--- src/rtl/alu_seq.sv ---
// rtl/alu_seq.sv - registered W-bit ALU with valid/ready handshake; ALU_MUL_EN enables iterative MUL
module alu_seq #(
  parameter int W = 8
) (
  input  logic         clk,
  input  logic         rst_n,
  input  logic         in_valid,
  output logic         in_ready,
  input  logic [2:0]   op,
  input  logic [W-1:0] a,
  input  logic [W-1:0] b,
  output logic         out_valid,
  input  logic         out_ready,
  output logic [W-1:0] res,
  output logic         carry,
  output logic         zero,
  output logic         neg,
  output logic         ovf,
  output logic         err
);

  localparam int SHW = $clog2(W);

  localparam logic [2:0] OP_ADD = 3'b000;
  localparam logic [2:0] OP_SUB = 3'b001;
  localparam logic [2:0] OP_AND = 3'b010;
  localparam logic [2:0] OP_OR  = 3'b011;
  localparam logic [2:0] OP_XOR = 3'b100;
  localparam logic [2:0] OP_SHL = 3'b101;
  localparam logic [2:0] OP_SHR = 3'b110;
  localparam logic [2:0] OP_MUL = 3'b111;

  typedef enum logic [1:0] {
    S_IDLE = 2'd0,
`ifdef ALU_MUL_EN
    S_MUL  = 2'd1,
`endif
    S_HOLD = 2'd2
  } state_t;

  state_t         state_q;
  logic           out_valid_q;
  logic [W-1:0]   res_q;
  logic           carry_q;
  logic           zero_q;
  logic           neg_q;
  logic           ovf_q;
  logic           err_q;

  logic           accept;
  logic [W-1:0]   res_d;
  logic           carry_d;
  logic           ovf_d;
  logic           err_d;
  logic           is_sub;
  logic [W-1:0]   b_eff;
  logic [W:0]     sum_w;
  logic [W:0]     shl_w;
  logic [W:0]     shr_w;
  logic [SHW-1:0] sh_amt;

`ifdef ALU_MUL_EN
  localparam logic [SHW-1:0] CNT_LAST = SHW'(W - 1);

  logic [2*W-1:0] mcand_q;
  logic [2*W-1:0] acc_q;
  logic [W-1:0]   mplier_q;
  logic [SHW-1:0] cnt_q;
  logic [2*W-1:0] acc_next;

  // One shift-add step: add the shifted multiplicand when the current multiplier bit is set
  assign acc_next = acc_q + (mplier_q[0] ? mcand_q : '0);
`endif

  assign in_ready  = (state_q == S_IDLE) | ((state_q == S_HOLD) & out_ready);
  assign accept    = in_valid & in_ready;
  assign out_valid = out_valid_q;
  assign res       = res_q;
  assign carry     = carry_q;
  assign zero      = zero_q;
  assign neg       = neg_q;
  assign ovf       = ovf_q;
  assign err       = err_q;

  // Single-cycle result for every op except an enabled MUL
  always_comb begin
    res_d   = '0;
    carry_d = 1'b0;
    ovf_d   = 1'b0;
    err_d   = 1'b0;
    is_sub  = (op == OP_SUB);
    b_eff   = is_sub ? ~b : b;
    sum_w   = {1'b0, a} + {1'b0, b_eff} + {{W{1'b0}}, is_sub};
    sh_amt  = b[SHW-1:0];
    // Extra bit on the far side of each shifter catches the last bit shifted out
    shl_w   = {1'b0, a} << sh_amt;
    shr_w   = {a, 1'b0} >> sh_amt;
    case (op)
      OP_ADD, OP_SUB: begin
        res_d   = sum_w[W-1:0];
        carry_d = sum_w[W];
        ovf_d   = (a[W-1] == b_eff[W-1]) & (sum_w[W-1] != a[W-1]);
      end
      OP_AND: res_d = a & b;
      OP_OR:  res_d = a | b;
      OP_XOR: res_d = a ^ b;
      OP_SHL: begin
        res_d   = shl_w[W-1:0];
        carry_d = shl_w[W];
      end
      OP_SHR: begin
        res_d   = shr_w[W:1];
        carry_d = shr_w[0];
      end
      default: begin
`ifdef ALU_MUL_EN
        res_d = '0;
`else
        err_d = 1'b1;
`endif
      end
    endcase
  end

  // Control FSM plus registered result/flags and multiplier datapath
  always_ff @(posedge clk or negedge rst_n) begin
    if (!rst_n) begin
      state_q     <= S_IDLE;
      out_valid_q <= 1'b0;
      res_q       <= '0;
      carry_q     <= 1'b0;
      zero_q      <= 1'b0;
      neg_q       <= 1'b0;
      ovf_q       <= 1'b0;
      err_q       <= 1'b0;
`ifdef ALU_MUL_EN
      mcand_q     <= '0;
      acc_q       <= '0;
      mplier_q    <= '0;
      cnt_q       <= '0;
`endif
    end else begin
      case (state_q)
`ifdef ALU_MUL_EN
        S_MUL: begin
          acc_q    <= acc_next;
          mcand_q  <= mcand_q << 1;
          mplier_q <= mplier_q >> 1;
          if (cnt_q == CNT_LAST) begin
            state_q     <= S_HOLD;
            out_valid_q <= 1'b1;
            res_q       <= acc_next[W-1:0];
            carry_q     <= |acc_next[2*W-1:W];
            zero_q      <= (acc_next[W-1:0] == '0);
            neg_q       <= acc_next[W-1];
            ovf_q       <= 1'b0;
            err_q       <= 1'b0;
          end else begin
            cnt_q <= cnt_q + SHW'(1);
          end
        end
`endif
        default: begin
          // IDLE and HOLD accept identically, so back-to-back ops need no bubble
          if (accept) begin
`ifdef ALU_MUL_EN
            if (op == OP_MUL) begin
              state_q     <= S_MUL;
              out_valid_q <= 1'b0;
              mcand_q     <= {{W{1'b0}}, a};
              mplier_q    <= b;
              acc_q       <= '0;
              cnt_q       <= '0;
            end else
`endif
            begin
              state_q     <= S_HOLD;
              out_valid_q <= 1'b1;
              res_q       <= res_d;
              carry_q     <= carry_d;
              zero_q      <= (res_d == '0);
              neg_q       <= res_d[W-1];
              ovf_q       <= ovf_d;
              err_q       <= err_d;
            end
          end else if ((state_q == S_HOLD) && out_ready) begin
            state_q     <= S_IDLE;
            out_valid_q <= 1'b0;
          end
        end
      endcase
    end
  end

endmodule

--- config.mk ---
export PLATFORM = sky130hd
export DESIGN_NAME = alu_seq
export DESIGN_NICKNAME = d
export VERILOG_FILES = /design/src/rtl/alu_seq.sv
export SDC_FILE = /design/constraint.sdc
export NUM_CORES = 1
export LEC_CHECK = 0
export CORE_MARGIN = 2
export CORE_UTILIZATION = 50
export CTS_BUF_LIST = sky130_fd_sc_hd__clkbuf_16
export DETAILED_ROUTE_END_ITERATION = 6
export PLACE_DENSITY_LB_ADDON = 0.12
export REMOVE_ABC_BUFFERS = 1
export SLEW_MARGIN = 40
export SYNTH_ARGS = -nofsm -noshare
export SYNTH_HDL_FRONTEND = slang
export SYNTH_SLANG_ARGS = --single-unit
--- constraint.sdc ---
create_clock -name clk -period 4.8 [get_ports clk]
set_input_delay 0.48 -clock clk [delete_from_list [all_inputs] [get_ports clk]]
set_output_delay 0.48 -clock clk [all_outputs]
set_load 0.005 [all_outputs]
==> impl_summary.txt <==
----------------------------------------------------
[Timing]
  Slew at the pin closest to its max-slew limit ... 0.7092 ns
  Hold Violations, Final ... 0
  RSZ-0062 raised after global routing ... false
  Upper clock frequency limit ... 257.8 MHz
  Slew headroom ... 52.04%
  Post-route minimum period ... 3.879 ns
  Post-route fraction of the period consumed by the critical path ... 80.82%
  Post-Route Skew ... 0.003032 ns
  TNS Setup ... 0 ns
  Pins Over Slew Limit ... 0
  Setup violators final ... 0

[Clock network]
  Setup bufs post-CTS ... 0
  CTS max path bufs ... 2
  CTS tree ... done
  CTS Hold Buffers Added ... 0
  Count of instances resized after the clock tree is built ... 0
  Clk sink count ... 13
  Library cell used as clock root buffer ... sky130_fd_sc_hd__clkbuf_16
  Max H-tree Level ... 1
  Clock input transition at the sequential cells of the worst setup and hold paths ... 0.05 ns
  Inserted Clock Buffers ... 3
  Clk_lat worst skew ... 0.24 ns

[Floorplanning]
  Die footprint ... 4765 um2
  Boundary Pins ... 38
  Number of cell rows ... 23
  Starting utilization of the core area ... 52.48%
  Horizontal extent of the die ... 69.03 um
  Core outline area ... 4029 um2
  Chip height ... 69.03 um

[Routing]
  Antenna Nets Post-Route ... 0
  Total wire length ... 6.079 mm
  Total via count in the routed design ... 2096
  Routed wirelength normalized by instance count ... 18.37 um
  Detailed Route Iter0 Violations ... 170
  Post-route DRC violation count ... 0
  Via count normalized by instance count ... 6.332
  1st-pass router iterations ... 4

[Critical path]
  WP data required ... 4.95 ns
  CP Max Fanout ... 7
  Delay of the slowest cell on the worst path ... 0.63 ns
  Kind of end point of the critical path ... register
  Slowest CP cell ... sky130_fd_sc_hd__a2111oi_0
  Startpoint-to-endpoint class of the critical path ... in -> reg
  Cells traversed along the worst timing path ... clkdlybuf4s50_1, or2_2, nor2_1, xnor2_1, ha_1, nor3_1, a211oi_2, xor2_1, a2111oi_0, nand4_1, o31ai_2
  Arrival time reported for the critical path endpoint ... 4.03 ns
  Critical path startpoint category ... primary input

[Final layout]
  Number of antenna cells inserted ... 0
  Layout overhead on the synthesized area ... 23.14%
  Net count, final ... 330
  Layout cell share with drive strength beyond 1 ... 11.03%
  Non-filler instance count after layout ... 331

[Place]
  Port buffer count ... 37
  Routability cong. ... 0.9714
  Number of instances in the placed design ... 327
  Detail Placement HPWL ... 4.512 mm

[Logic synthesis]
  Number of storage elements in the synthesis netlist ... 13
  Sequential area share after synthesis ... 15.38%
  Main flop type after synthesis ... sky130_fd_sc_hd__dfrtp_1
  Number of standard cells after synthesis ... 249
  Post-synthesis cell area ... 2115 um2
  Top cells by area in the synthesized netlist ... sky130_fd_sc_hd__dfrtp_1, sky130_fd_sc_hd__ha_1, sky130_fd_sc_hd__mux4_2, sky130_fd_sc_hd__mux2_2, sky130_fd_sc_hd__inv_1
  Cell taking the most area after synthesis ... sky130_fd_sc_hd__dfrtp_1
  Share of Yosys cell area claimed by the top area cell type ... 15.38%
  Number of distinct library cells after synthesis ... 66
  Number of enable flip-flop cells after synthesis ... 0
  Synth warn ... 0
  Per-instance average area after synthesis ... 8.492 um2
  Ys async rst share ... 100.0%

[Pwr]
  Post-route total power ... 0.5547 mW
  Reported leakage power ... 1.124 nW
  Areal power density over the cells ... 213.0 nW/um2
  Maximum resistive drop on vdd ... 0.1293 mV

[GRT]
  Total GRT Usage ... 26.08%
  Global-route wire length before repair ... 10.20 mm
  GRT Residual Overflow ... 0
  Largest net degree at the start of global routing ... 24
  Vias in the first global route ... 2026
  Number of antenna violations at the first check in global routing ... 0

[Worst hold path]
  Worst min-delay path class ... reg -> reg

[Flow run]
  Max-cap violations ... 0

[Outcome]
  Run status ... completed

----------------------------------------------------
## final timing paths
| kind | start | endpoint | slack (ns) | cells after the start |
|---|---|---|---|---|
| worst min register to register | ovf | ovf | 0.48 | 2 |
| max in group asynchronous | rst_n | res[3] | 3.81 | 1 |
| min in group asynchronous | rst_n | res[6] | 0.61 | 1 |
| worst max-delay path | op[1] | zero | 0.92 | 11 |
| worst min-delay path | ovf | ovf | 0.48 | 2 |
| worst max register to register | state_q[1] | zero | 2.86 | 6 |
## power by group
| group | switching [mW] | internal, mW |
|---|---|---|
| combinational | 0.131 | 0.132 |
| clock | 0.0459 | 0.110 |
| sequential | 0.00881 | 0.127 |
| total | 0.186 | 0.369 |
## Yosys cell counts (3+ instances only)
| cell | n |
|---|---|
| sky130_fd_sc_hd__mux4_2 | 5 |
| sky130_fd_sc_hd__dfrtp_1 | 13 |
| sky130_fd_sc_hd__and3b_1 | 4 |
| sky130_fd_sc_hd__nand3_1 | 4 |
| sky130_fd_sc_hd__and2_1 | 5 |
| sky130_fd_sc_hd__nor3_1 | 3 |
| sky130_fd_sc_hd__ha_1 | 24 |
| sky130_fd_sc_hd__o21ai_0 | 14 |
| sky130_fd_sc_hd__inv_1 | 20 |
| sky130_fd_sc_hd__a22oi_1 | 5 |
| sky130_fd_sc_hd__mux2_2 | 8 |
| sky130_fd_sc_hd__nor2b_1 | 4 |
| sky130_fd_sc_hd__a221oi_1 | 3 |
| sky130_fd_sc_hd__a311oi_1 | 3 |
| sky130_fd_sc_hd__mux2i_1 | 4 |
| sky130_fd_sc_hd__a21oi_1 | 8 |
| sky130_fd_sc_hd__nand2b_1 | 7 |
| sky130_fd_sc_hd__nor3b_1 | 3 |
| sky130_fd_sc_hd__o211ai_1 | 3 |
| sky130_fd_sc_hd__xnor2_1 | 8 |
| sky130_fd_sc_hd__nor2_1 | 17 |
| sky130_fd_sc_hd__xor2_1 | 3 |
| sky130_fd_sc_hd__nand2_1 | 15 |
| sky130_fd_sc_hd__clkbuf_1 | 10 |
## state kept, by name, summed over array words and instances, names as in the netlist
signal	flops
state_q	1
ovf	1
res	8
err	1
zero	1
carry	1
## cell families after synthesis
logic type	share of synthesized area [%]
AND/OR/NAND/NOR	22.54
AO/OA/AOI/OAI	22.78
buffers and inverters	6.863
adder cells (fa/ha/maj)	15.15
multiplexers	12.72
flip-flops	15.38
XOR/XNOR	4.557
## critical path: cells and delay by family
kind	cells	cell delay [ns]
simple gates	4	1.20
fa+ha+maj	1	0.33
buf+inv	1	0.41
compound gates	3	1.27
xor+xnor	2	0.34
## layout make-up
cell class	count	area, um2
inverters	21	78.83
repair buffers	42	407.9
multi-input cells	201	1650
well taps	50	62.56
clock buffers	3	75.07
flip-flops and latches	13	325.3
fillers	369	1425
clock inverters	1	3.754
## stage by stage
stage | setup slack [ns] | utilization, % | cell area (um2) | hold WS, ns
CTS | 0.9358 | 64.63 | 2604 | 0.4887
detailed placement | 0.6987 | 62.67 | 2525 | 0.4707
finish | 0.9205 | 64.63 | 2604 | 0.4845
global route | 0.5661 | 64.63 | 2604 | 0.5165
global placement | 0.9587 | 62.52 | 2519 | 0.4595
floorplan | 1.698 | - | 2048 | 0.1844
## placed cells by master (no fill, tap or decap), types with 3 or more instances in the layout
| master | synthesis | layout |
|---|---|---|
| sky130_fd_sc_hd__a21oi_1 | 8 | 8 |
| sky130_fd_sc_hd__a221oi_1 | 3 | 3 |
| sky130_fd_sc_hd__a22oi_1 | 5 | 5 |
| sky130_fd_sc_hd__a311oi_1 | 3 | 3 |
| sky130_fd_sc_hd__and2_1 | 5 | 5 |
| sky130_fd_sc_hd__and3b_1 | 4 | 4 |
| sky130_fd_sc_hd__buf_4 | 1 | 5 |
| sky130_fd_sc_hd__clkbuf_16 | 0 | 3 |
| sky130_fd_sc_hd__clkdlybuf4s50_1 | 0 | 37 |
| sky130_fd_sc_hd__dfrtp_1 | 13 | 13 |
| sky130_fd_sc_hd__ha_1 | 24 | 24 |
| sky130_fd_sc_hd__inv_1 | 20 | 21 |
| sky130_fd_sc_hd__mux2_2 | 8 | 8 |
| sky130_fd_sc_hd__mux2i_1 | 4 | 4 |
| sky130_fd_sc_hd__mux4_2 | 5 | 5 |
| sky130_fd_sc_hd__nand2_1 | 15 | 15 |
| sky130_fd_sc_hd__nand2b_1 | 7 | 7 |
| sky130_fd_sc_hd__nand3_1 | 4 | 4 |
| sky130_fd_sc_hd__nor2_1 | 17 | 17 |
| sky130_fd_sc_hd__nor2b_1 | 4 | 4 |
| sky130_fd_sc_hd__nor3_1 | 3 | 3 |
| sky130_fd_sc_hd__nor3b_1 | 3 | 3 |
| sky130_fd_sc_hd__o211ai_1 | 3 | 3 |
| sky130_fd_sc_hd__o21ai_0 | 14 | 14 |
| sky130_fd_sc_hd__xnor2_1 | 8 | 8 |
| sky130_fd_sc_hd__xor2_1 | 3 | 3 |
## per-layer routing
metal  vias to the layer above  routed length [um]  track usage [%]
li1                        995                   -                -
met1                       992                2582            34.73
met2                        93                2863            43.16
met3                        16                 457            3.655
met4                         0                 176            9.150
met5                         -                   0                0
Power figures use the tool's default switching activity.
